File: src/rtl/dpd_bypass_ctrl.sv
// DPD output-mux / NN engine sequencer: fills the NN pipeline before selecting it and drains it after bypassing.
// Optional macro DPD_SWITCH_FRAME_ALIGN_EN adds sof_i so the select only flips on frame boundaries.
module dpd_bypass_ctrl #(
    parameter int NN_LATENCY  = 16,
    parameter int HOLD_CYCLES = 4,
    parameter int CNT_W       = 8
) (
    input  logic        clk_i,
    input  logic        rst_i,
    input  logic        wdpd_req_i,
    input  logic        nn_ready_i,
    input  logic        dac_vld_i,
`ifdef DPD_SWITCH_FRAME_ALIGN_EN
    input  logic        sof_i,
`endif
    output logic        nn_en_o,
    output logic        wdpd_sel_o,
    output logic [1:0]  state_o,
    output logic [15:0] switch_cnt_o,
    output logic        err_o
);

    typedef enum logic [1:0] {
        BYPASS = 2'd0,
        FILL   = 2'd1,
        ACTIVE = 2'd2,
        DRAIN  = 2'd3
    } state_t;

    localparam logic [CNT_W-1:0] LAT_LOAD = CNT_W'(NN_LATENCY - 1);
    localparam logic [CNT_W-1:0] HOLD_MAX = CNT_W'(HOLD_CYCLES - 1);
    localparam logic [CNT_W-1:0] ONE      = CNT_W'(1);

    logic             sync_meta;
    logic             sync_out;
    logic [CNT_W-1:0] hold_cnt;
    logic [CNT_W-1:0] hold_cnt_next;
    logic             req_q;

    state_t           state;
    state_t           state_next;
    logic [CNT_W-1:0] cnt;
    logic [CNT_W-1:0] cnt_next;
    logic [15:0]      switch_cnt;
    logic [15:0]      switch_cnt_next;
    logic             err;
    logic             err_next;
    logic             nn_en;
    logic             wdpd_sel;
    logic             frame_ok;

`ifdef DPD_SWITCH_FRAME_ALIGN_EN
    assign frame_ok = dac_vld_i & sof_i;
`else
    assign frame_ok = 1'b1;
`endif

    always_ff @(posedge clk_i) begin
        if (rst_i) begin
            sync_meta <= 1'b0;
            sync_out  <= 1'b0;
        end else begin
            sync_meta <= wdpd_req_i;
            sync_out  <= sync_meta;
        end
    end

    // The hold count restarts on the edge the new value enters sync_out, so that
    // edge is already the first stable cycle: total latency is 2 + HOLD_CYCLES.
    always_comb begin
        hold_cnt_next = hold_cnt;
        if (sync_meta != sync_out) begin
            hold_cnt_next = '0;
        end else if (hold_cnt != HOLD_MAX) begin
            hold_cnt_next = hold_cnt + ONE;
        end
    end

    always_ff @(posedge clk_i) begin
        if (rst_i) begin
            hold_cnt <= '0;
            req_q    <= 1'b0;
        end else begin
            hold_cnt <= hold_cnt_next;
            if (hold_cnt_next == HOLD_MAX) begin
                req_q <= sync_meta;
            end
        end
    end

    always_comb begin
        state_next      = state;
        cnt_next        = cnt;
        switch_cnt_next = switch_cnt;
        err_next        = err;
        case (state)
            BYPASS: begin
                if (req_q && nn_ready_i) begin
                    state_next = FILL;
                    cnt_next   = LAT_LOAD;
                end
            end
            FILL: begin
                if (!nn_ready_i) begin
                    state_next = BYPASS;
                    err_next   = 1'b1;
                end else if (!req_q) begin
                    state_next = BYPASS;
                end else if (dac_vld_i) begin
                    if (cnt == '0) begin
                        if (frame_ok) begin
                            state_next = ACTIVE;
                            if (switch_cnt != 16'hFFFF) begin
                                switch_cnt_next = switch_cnt + 16'd1;
                            end
                        end
                    end else begin
                        cnt_next = cnt - ONE;
                    end
                end
            end
            ACTIVE: begin
                // Losing the engine must bypass at once; a plain request drop may wait for a frame edge.
                if (!nn_ready_i) begin
                    state_next = DRAIN;
                    cnt_next   = LAT_LOAD;
                    err_next   = 1'b1;
                end else if (!req_q && frame_ok) begin
                    state_next = DRAIN;
                    cnt_next   = LAT_LOAD;
                end
            end
            DRAIN: begin
                if (dac_vld_i) begin
                    if (cnt == '0) begin
                        state_next = BYPASS;
                    end else begin
                        cnt_next = cnt - ONE;
                    end
                end
            end
            default: begin
                state_next = BYPASS;
            end
        endcase
    end

    always_ff @(posedge clk_i) begin
        if (rst_i) begin
            state      <= BYPASS;
            cnt        <= '0;
            switch_cnt <= '0;
            err        <= 1'b0;
            nn_en      <= 1'b0;
            wdpd_sel   <= 1'b0;
        end else begin
            state      <= state_next;
            cnt        <= cnt_next;
            switch_cnt <= switch_cnt_next;
            err        <= err_next;
            nn_en      <= (state_next != BYPASS);
            wdpd_sel   <= (state_next == ACTIVE);
        end
    end

    assign nn_en_o      = nn_en;
    assign wdpd_sel_o   = wdpd_sel;
    assign state_o      = state;
    assign switch_cnt_o = switch_cnt;
    assign err_o        = err;

endmodule

File: config.mk
export PLATFORM = sky130hd
export DESIGN_NAME = dpd_bypass_ctrl
export DESIGN_NICKNAME = d
export VERILOG_FILES = /design/src/rtl/dpd_bypass_ctrl.sv
export SDC_FILE = /design/constraint.sdc
export NUM_CORES = 1
export LEC_CHECK = 0
export ABC_CLOCK_PERIOD_IN_PS = 7300
export CAP_MARGIN = 20
export CORE_ASPECT_RATIO = 1.25
export CORE_UTILIZATION = 50
export CTS_CLUSTER_SIZE = 24
export DETAILED_ROUTE_END_ITERATION = 6
export PLACE_DENSITY_LB_ADDON = 0.2
export SLEW_MARGIN = 25
export SYNTH_ARGS = -nofsm -noshare
export SYNTH_HDL_FRONTEND = slang
export SYNTH_SLANG_ARGS = --single-unit
File: constraint.sdc
create_clock -name clk_i -period 7.3 [get_ports clk_i]
set_input_delay 1.46 -clock clk_i [delete_from_list [all_inputs] [get_ports clk_i]]
set_output_delay 1.46 -clock clk_i [all_outputs]
set_load 0.02 [all_outputs]
==> summary.txt <==
Placement
  • Setup WS pre-CTS: 3.78 ns
  • Final GP Congestion: 0.832
  • Post-place instance area: 2360 sq um
  • # port buffers: 25
  • HPWL Detailed: 2880 um

Route
  • Drt pass-1 iters: 4
  • Post-route ant nets: 0
  • WL final: 4070 um
  • DRC Markers: 0
  • First DRT Iteration DRCs: 78
  • Vias/cell: 5.47
  • Routed len/inst: 13.0 um
  • Vias: 1,712

Pwr
  • Clock Power Share: 39.5%
  • Int Pwr: 343 uW
  • Worst vdd ir: 102 uV
  • Sw Pwr: 103 uW
  • Pleak: 0.000827 uW
  • Logic pwr share: 9.0%
  • Switching share of power: 23.1%
  • Share of total power in sequential cells: 51.5%
  • Power Dens Cells: 181 nW/um^2

Clock tree
  • CTS tree: yes
  • Clock Latency Late Sink: 0.29 ns
  • Deepest clock path buffer count: 2
  • Clock slew at reported path FFs: 0.07 ns
  • Clock Sinks: 40
  • Cts repair resizes: 0
  • Root Buffer: clkbuf_8
  • Post CTS Setup Buffer Count: 0
  • Hold buffers post-CTS: 0
  • Htree depth: 2
  • Num CTS Buffers: 5

GRT
  • Initial antenna violation count: 0
  • Vias in the first global route: 1,502
  • First-pass GRT wire length: 6750 um
  • Gr ovfl total: 0
  • Gr usage total: 20.2%
  • Largest net degree at the start of global routing: 33

Timing
  • Tcrit/Tclk final: 45.0%
  • Final setup viols: 0
  • Fmax: 305 MHz
  • Rel. slew slack: 42.9%
  • Final worst slack: 4.02 ns
  • Worst slew pin tran: 0.850 ns
  • Clk_skew: 0.00886 ns
  • Setup_tns: 0 ns
  • Minimum clock period: 3.28 ns
  • WHS: 0.490 ns
  • RSZ-0062 raised after global routing: false
  • Max-slew violation count: 0
  • Final hold vios: 0

Finish
  • Number of diodes: 0
  • Nets@finish: 270
  • Final core occ: 63.6%
  • Layout filler cell count: 373
  • Final instance area: 2470 sq um
  • P&R area growth vs syn: 19.0%
  • Layout cells sized above 1: 8.49%

Floorplan
  • Initial Util: 53.4%
  • Cell Rows: 25
  • Core box area: 3880 sq um
  • Total die area: 4410 sq um
  • Die X: 59.6 um
  • I/O pin total: 26
  • Die Ht: 74.0 um

Critical path
  • Crit-path max cell delay: 0.61 ns
  • Worst path bufs/invs: 1
  • Worst EP required: 7.48 ns
  • Startpoint types: input port
  • Worst Path Arrival: 3.46 ns
  • Critical-path cell list: clkdlybuf4s50_1 > a211oi_1 > o221ai_1 > a2111oi_0 > xnor2_1 > nor2_1
  • Cell family with most CP delay: compound AO/OA/AOI/OAI gates
  • Max FO, Critical Path: 7
  • Critical path class: in2reg
  • Crit path capture type: flop
  • CP max-delay cell: a2111oi_0

Yosys
  • Main synth FF type: dfxtp_1
  • Post-synthesis sequential area ratio: 38.6%
  • Post-Syn Area per Cell: 8.82 sq um
  • Yosys warnings: 0
  • EDFF count, synth: 0
  • Post-synth cell types: 48
  • Syn Nets: 247
  • Synthesized area: 2070 sq um
  • Synth Register Bits: 40
  • Syn Inst Count: 235
  • FFs w/ async S/R, synth: 0%

Hold path
  • Worst Hold Class: reg2reg

Run status
  • Outcome: finished clean

Run
  • Maxcap violations: 0
[stage by stage]
| stage | instances | total power [uW] |
|---|---|---|
| 5_1_grt | 313 | 464 |
| 3_5_place_dp | 305 | 275 |
| 6_report | 313 | 446 |
| 2_1_floorplan | 235 | 266 |
| 4_1_cts | 313 | 452 |
| 3_3_place_gp | 305 | 275 |
[worst min-delay path: cells and delay by family (launching register included)]
family / cells / cell delay [ns]
AOI/OAI and AO/OA: 1 / 0.05
DFF: 1 / 0.34
and+or+nand+nor: 1 / 0.07
[final cells by class]
type / instances / area [sq um] / area share [%]
multi-input cells: 177 / 1200 / 48.6
clock inverters: 2 / 35.0 / 1.42
clock buffers: 6 / 72.6 / 2.94
inverters: 7 / 26.3 / 1.07
well taps: 54 / 67.6 / 2.74
flip-flops and latches: 40 / 801 / 32.5
repair buffers: 27 / 265 / 10.8
[registers in the layout (all words and copies together), names as in the netlist]
signal        flops
sync_meta         1
switch_cnt_o     16
err_o             1
nn_en_o           1
state_o           2
sync_out          1
wdpd_sel_o        1
cnt               8
hold_cnt          8
req_q             1
[power by group through the flow]
stage	clock [uW]	sequential, uW	combinational [uW]
after floorplan	0	234	31.9
after global placement	0	235	39.8
final	176	230	40.0
after global routing	188	231	44.6
after CTS	182	230	40.5
after detailed placement	0	235	40.3
[synthesized netlist by cell type, types with 5 or more instances]
library cell | n | area (sq um)
a31oi_1 | 5 | 31.3
nand4_1 | 5 | 31.3
o21ai_0 | 5 | 25.0
a21oi_1 | 10 | 50.1
nor2b_1 | 5 | 31.3
dfxtp_1 | 40 | 801
ha_1 | 7 | 87.6
nor2_1 | 35 | 131
xnor2_1 | 19 | 166
nor3_1 | 11 | 55.1
inv_1 | 7 | 26.3
nand3_1 | 7 | 35.0
nand2_1 | 15 | 56.3
clkbuf_1 | 7 | 26.3
[path summary, 6_finish.rpt]
path	start	to	slack, ns	cells past startpoint
setup / recovery	nn_ready_i	cnt[6]$_SDFFE_PP0P_	4.02	6
hold / removal	err_o$_SDFFE_PP0P_	err_o$_SDFFE_PP0P_	0.49	2
setup reg to reg	switch_cnt_o[10]$_SDFFE_PP0P_	switch_cnt_o[2]$_SDFFE_PP0P_	4.85	6
hold reg to reg	err_o$_SDFFE_PP0P_	err_o$_SDFFE_PP0P_	0.49	2
[layout by cell type (no fill, tap or decap), types with 2 or more instances in the layout]
master / Yosys / layout
a2111oi_0: 2 / 2
a211oi_1: 3 / 3
a21oi_1: 10 / 10
a31oi_1: 5 / 5
and4_1: 3 / 3
buf_4: 0 / 2
clkbuf_8: 0 / 5
clkdlybuf4s50_1: 0 / 25
dfxtp_1: 40 / 40
ha_1: 7 / 7
inv_1: 7 / 7
mux2i_1: 3 / 3
nand2_1: 15 / 15
nand2b_1: 2 / 2
nand3_1: 7 / 7
nand4_1: 5 / 5
nor2_1: 35 / 35
nor2b_1: 5 / 5
nor3_1: 11 / 11
nor3b_1: 2 / 2
nor4_1: 3 / 2
nor4_2: 1 / 2
nor4_4: 2 / 2
nor4b_4: 2 / 2
o211ai_1: 2 / 2
o21ai_0: 5 / 5
or3_1: 4 / 4
or4_1: 2 / 2
xnor2_1: 19 / 19
xor2_1: 4 / 4
[logic make-up after synthesis]
group,synth area share (%)
mux,1.99
fa+ha+maj,4.23
xor+xnor,9.72
compound gates,10.1
simple gates,31.5
flops,38.6
buf+inv,3.80
[layer usage]
metal	wire, um	track usage (%)	vias up
li1	-	-	882
met1	1860	24.7	797
met2	2030	34.3	27
met3	128	4.87	6
met4	51	7.49	0
met5	0	0	-
Power figures use the tool's default switching activity.
==> patch, RTL diff (same flow settings) <==
`CNT_W`: 8 -> 7.
--- a/src/rtl/dpd_bypass_ctrl.sv
+++ b/src/rtl/dpd_bypass_ctrl.sv
@@ -5,3 +5,3 @@
     parameter int HOLD_CYCLES = 4,
-    parameter int CNT_W       = 8
+    parameter int CNT_W       = 7
 ) (
Formal check against the unedited RTL: no difference found for any inputs over 10 cycles, from zero or initial values and one cycle with rst_i high; that may be too few to reach the edited logic, so the function may still have changed.
==> patch against the unedited design <==
- sequential cell count is 2 lower
- critical path depth stayed put
- utilization is 1.5 points higher
- routed wire length is 12% lower
- the run now ends with DRC left
- clock skew is 0.0050 ns lower
- fmax is 1.4% higher
- worst setup slack better by 0.044 ns
- register-to-register slack better by 0.16 ns
- first-iteration DRC count is 13% lower
- design area is 5.6% lower
- area after synthesis is 7.9% lower
- cell count is 8.9% lower
Power is not compared: it rests on default switching activity, and its combinational part moved more than twofold at a synthesized area within 25%.
==> patch: results (changes against the unedited design) <==
- RR Endpoint: cnt[6] (was switch_cnt_o[2])
- Setup Skew: 0.00384 ns (was 0.00886 ns)
- Slowest-stage cell, CP: or4b_4 (was a2111oi_0)
- Overall routing resource usage: 19.3% (was 20.2%)
- Met3 Use GR: 5.12% (was 4.87%)
- Total congestion overflow: 0 (unchanged)
- Diodes inserted: 0 (unchanged)
- Status: finished, violations left (was complete, no violations)
- First-pass GRT wire length: 6180 um (was 6750 um)
- Vias in the first global route: 1437 (was 1502)
- Top delay family on crit path: simple AND/OR/NAND/NOR gates (was compound AO/OA/AOI/OAI gates)
- WL met1: 1670 um (was 1860 um)
- Top layer in use: met4 (unchanged)
- Worst Path Arrival: 3.41 ns (was 3.46 ns)
- M1 GR Usage: 23.3% (was 24.7%)
- Met3 wire len: 129 um (was 128 um)
- Worst hold start: err_o (unchanged)
- Placer Congestion: 0.834 (was 0.832)
- Register area share after synthesis: 39.8% (was 38.6%)
- Reg2Reg Launch Point: state_o[0] (was switch_cnt_o[10])
- Number of post-CTS setup repair buffers: 0 (unchanged)
- CP bufs+invs: 1 (unchanged)
- DP Worst Slack: 3.75 ns (was 3.78 ns)
- Detailed placement HPWL: 2560 um (was 2880 um)
- Critical path's largest stage delay: 0.57 ns (was 0.61 ns)
- Clk buf depth: 2 (unchanged)
- # nets final: 257 (was 270)
- Met2 global-route usage: 32.0% (was 34.3%)
- Vias after detailed routing: 1598 (was 1712)
- Worst-Margin Slew: 0.758 ns (was 0.850 ns)
- Post-synth cell types: 44 (was 48)
- Largest net degree at the start of global routing: 29 (was 33)
- Initial antenna violation count: 0 (unchanged)
- DRC violations left: 3 (was 0)
- Layout cells sized above 1: 8.13% (was 8.49%)
- Syn Nets: 231 (was 247)
- Worst-path clk slew: 0.08 ns
- Wire per inst: 12.6 um (was 13.0 um)
- Met2 wire length: 1740 um (was 2030 um)
- Top cells by instance count after synthesis: dfxtp_1 (38), nor2_1 (28), xnor2_1 (21) (was dfxtp_1 (40), nor2_1 (35), xnor2_1 (19))
- Root buf cell: clkbuf_8 (unchanged)
- Flop-to-flop setup slack: 5.01 ns (was 4.85 ns)
- CP max FO: 6 (was 7)
- Ranking of synthesized cells by area: dfxtp_1 (40%), xnor2_1 (9.6%), nor2_1 (5.5%) (was dfxtp_1 (39%), xnor2_1 (8.0%), nor2_1 (6.3%))
- Hold depth: 2 (unchanged)
- Pre-antenna DRT Iters: 7 (was 4)
- Worst-case reg-to-reg path depth: 7 (was 6)
- Gate power share: 24.6%
- Asr flop ratio synth: 0% (unchanged)
- Failing checks: DRC
- Post-synth top flop: dfxtp_1 (unchanged)
- Max FFs per register: 16 (unchanged)
- 1st-iter DRT viols: 68 (was 78)
patch: cell count changes after synthesis, moves of 3 or more:
cell,unedited run,this run
nor2_1,35,28
nor4_1,3,6
nand3_1,7,13
nor3_1,11,6
buf_2,3,0
nand2_1,15,10
or2_2,0,3
patch: worst max-delay path by stage:
stage,slack (ns),cells after the start,startpoint,end
after floorplan,4.45,5,dac_vld_i,switch_cnt_o[12]
after global placement,3.78,6,dac_vld_i,switch_cnt_o[14]
after detailed placement,3.75,6,dac_vld_i,switch_cnt_o[5]
after CTS,4.06,6,dac_vld_i,switch_cnt_o[5]
after global routing,3.88,6,dac_vld_i,switch_cnt_o[5]
final,4.06,6,dac_vld_i,switch_cnt_o[14]
patch: per-stage QoR:
step / cell area (sq um) / std cells / power (uW) / hold slack (ns) / util (%)
detailed placement: 2190 / 277 / 406 / 0.483 / 61.3
global route: 2330 / 285 / 658 / 0.508 / 65.1
floorplan: 1910 / 219 / 366 / 0.466 / -
finish: 2330 / 285 / 621 / 0.493 / 65.1
CTS: 2330 / 285 / 628 / 0.488 / 65.3
global placement: 2190 / 277 / 403 / 0.463 / 61.3
patch: cell families after synthesis:
logic type	share of synthesized area [%]
adders and majority gates	4.59
xor gates and xnor gates	11.0
buffers and inverters	2.75
and+or+nand+nor	28.3
DFF	39.8
AOI/OAI and AO/OA	12.4
muxes	1.11
patch: area by class of cell:
| class | count | area [sq um] |
|---|---|---|
| multi-input combinational | 167 | 1100 |
| fill | 315 | 1250 |
| tap | 39 | 48.8 |
| clock inverter | 2 | 60.1 |
| inverter | 7 | 26.3 |
| timing repair buffer | 26 | 253 |
| sequential | 38 | 761 |
| clock buffer | 6 | 82.6 |
patch: worst min-delay path, cell delays in order, from the launching register on:
cell	delay [ns]
dfxtp_1	0.34
a21oi_1	0.04
nor2_1	0.08
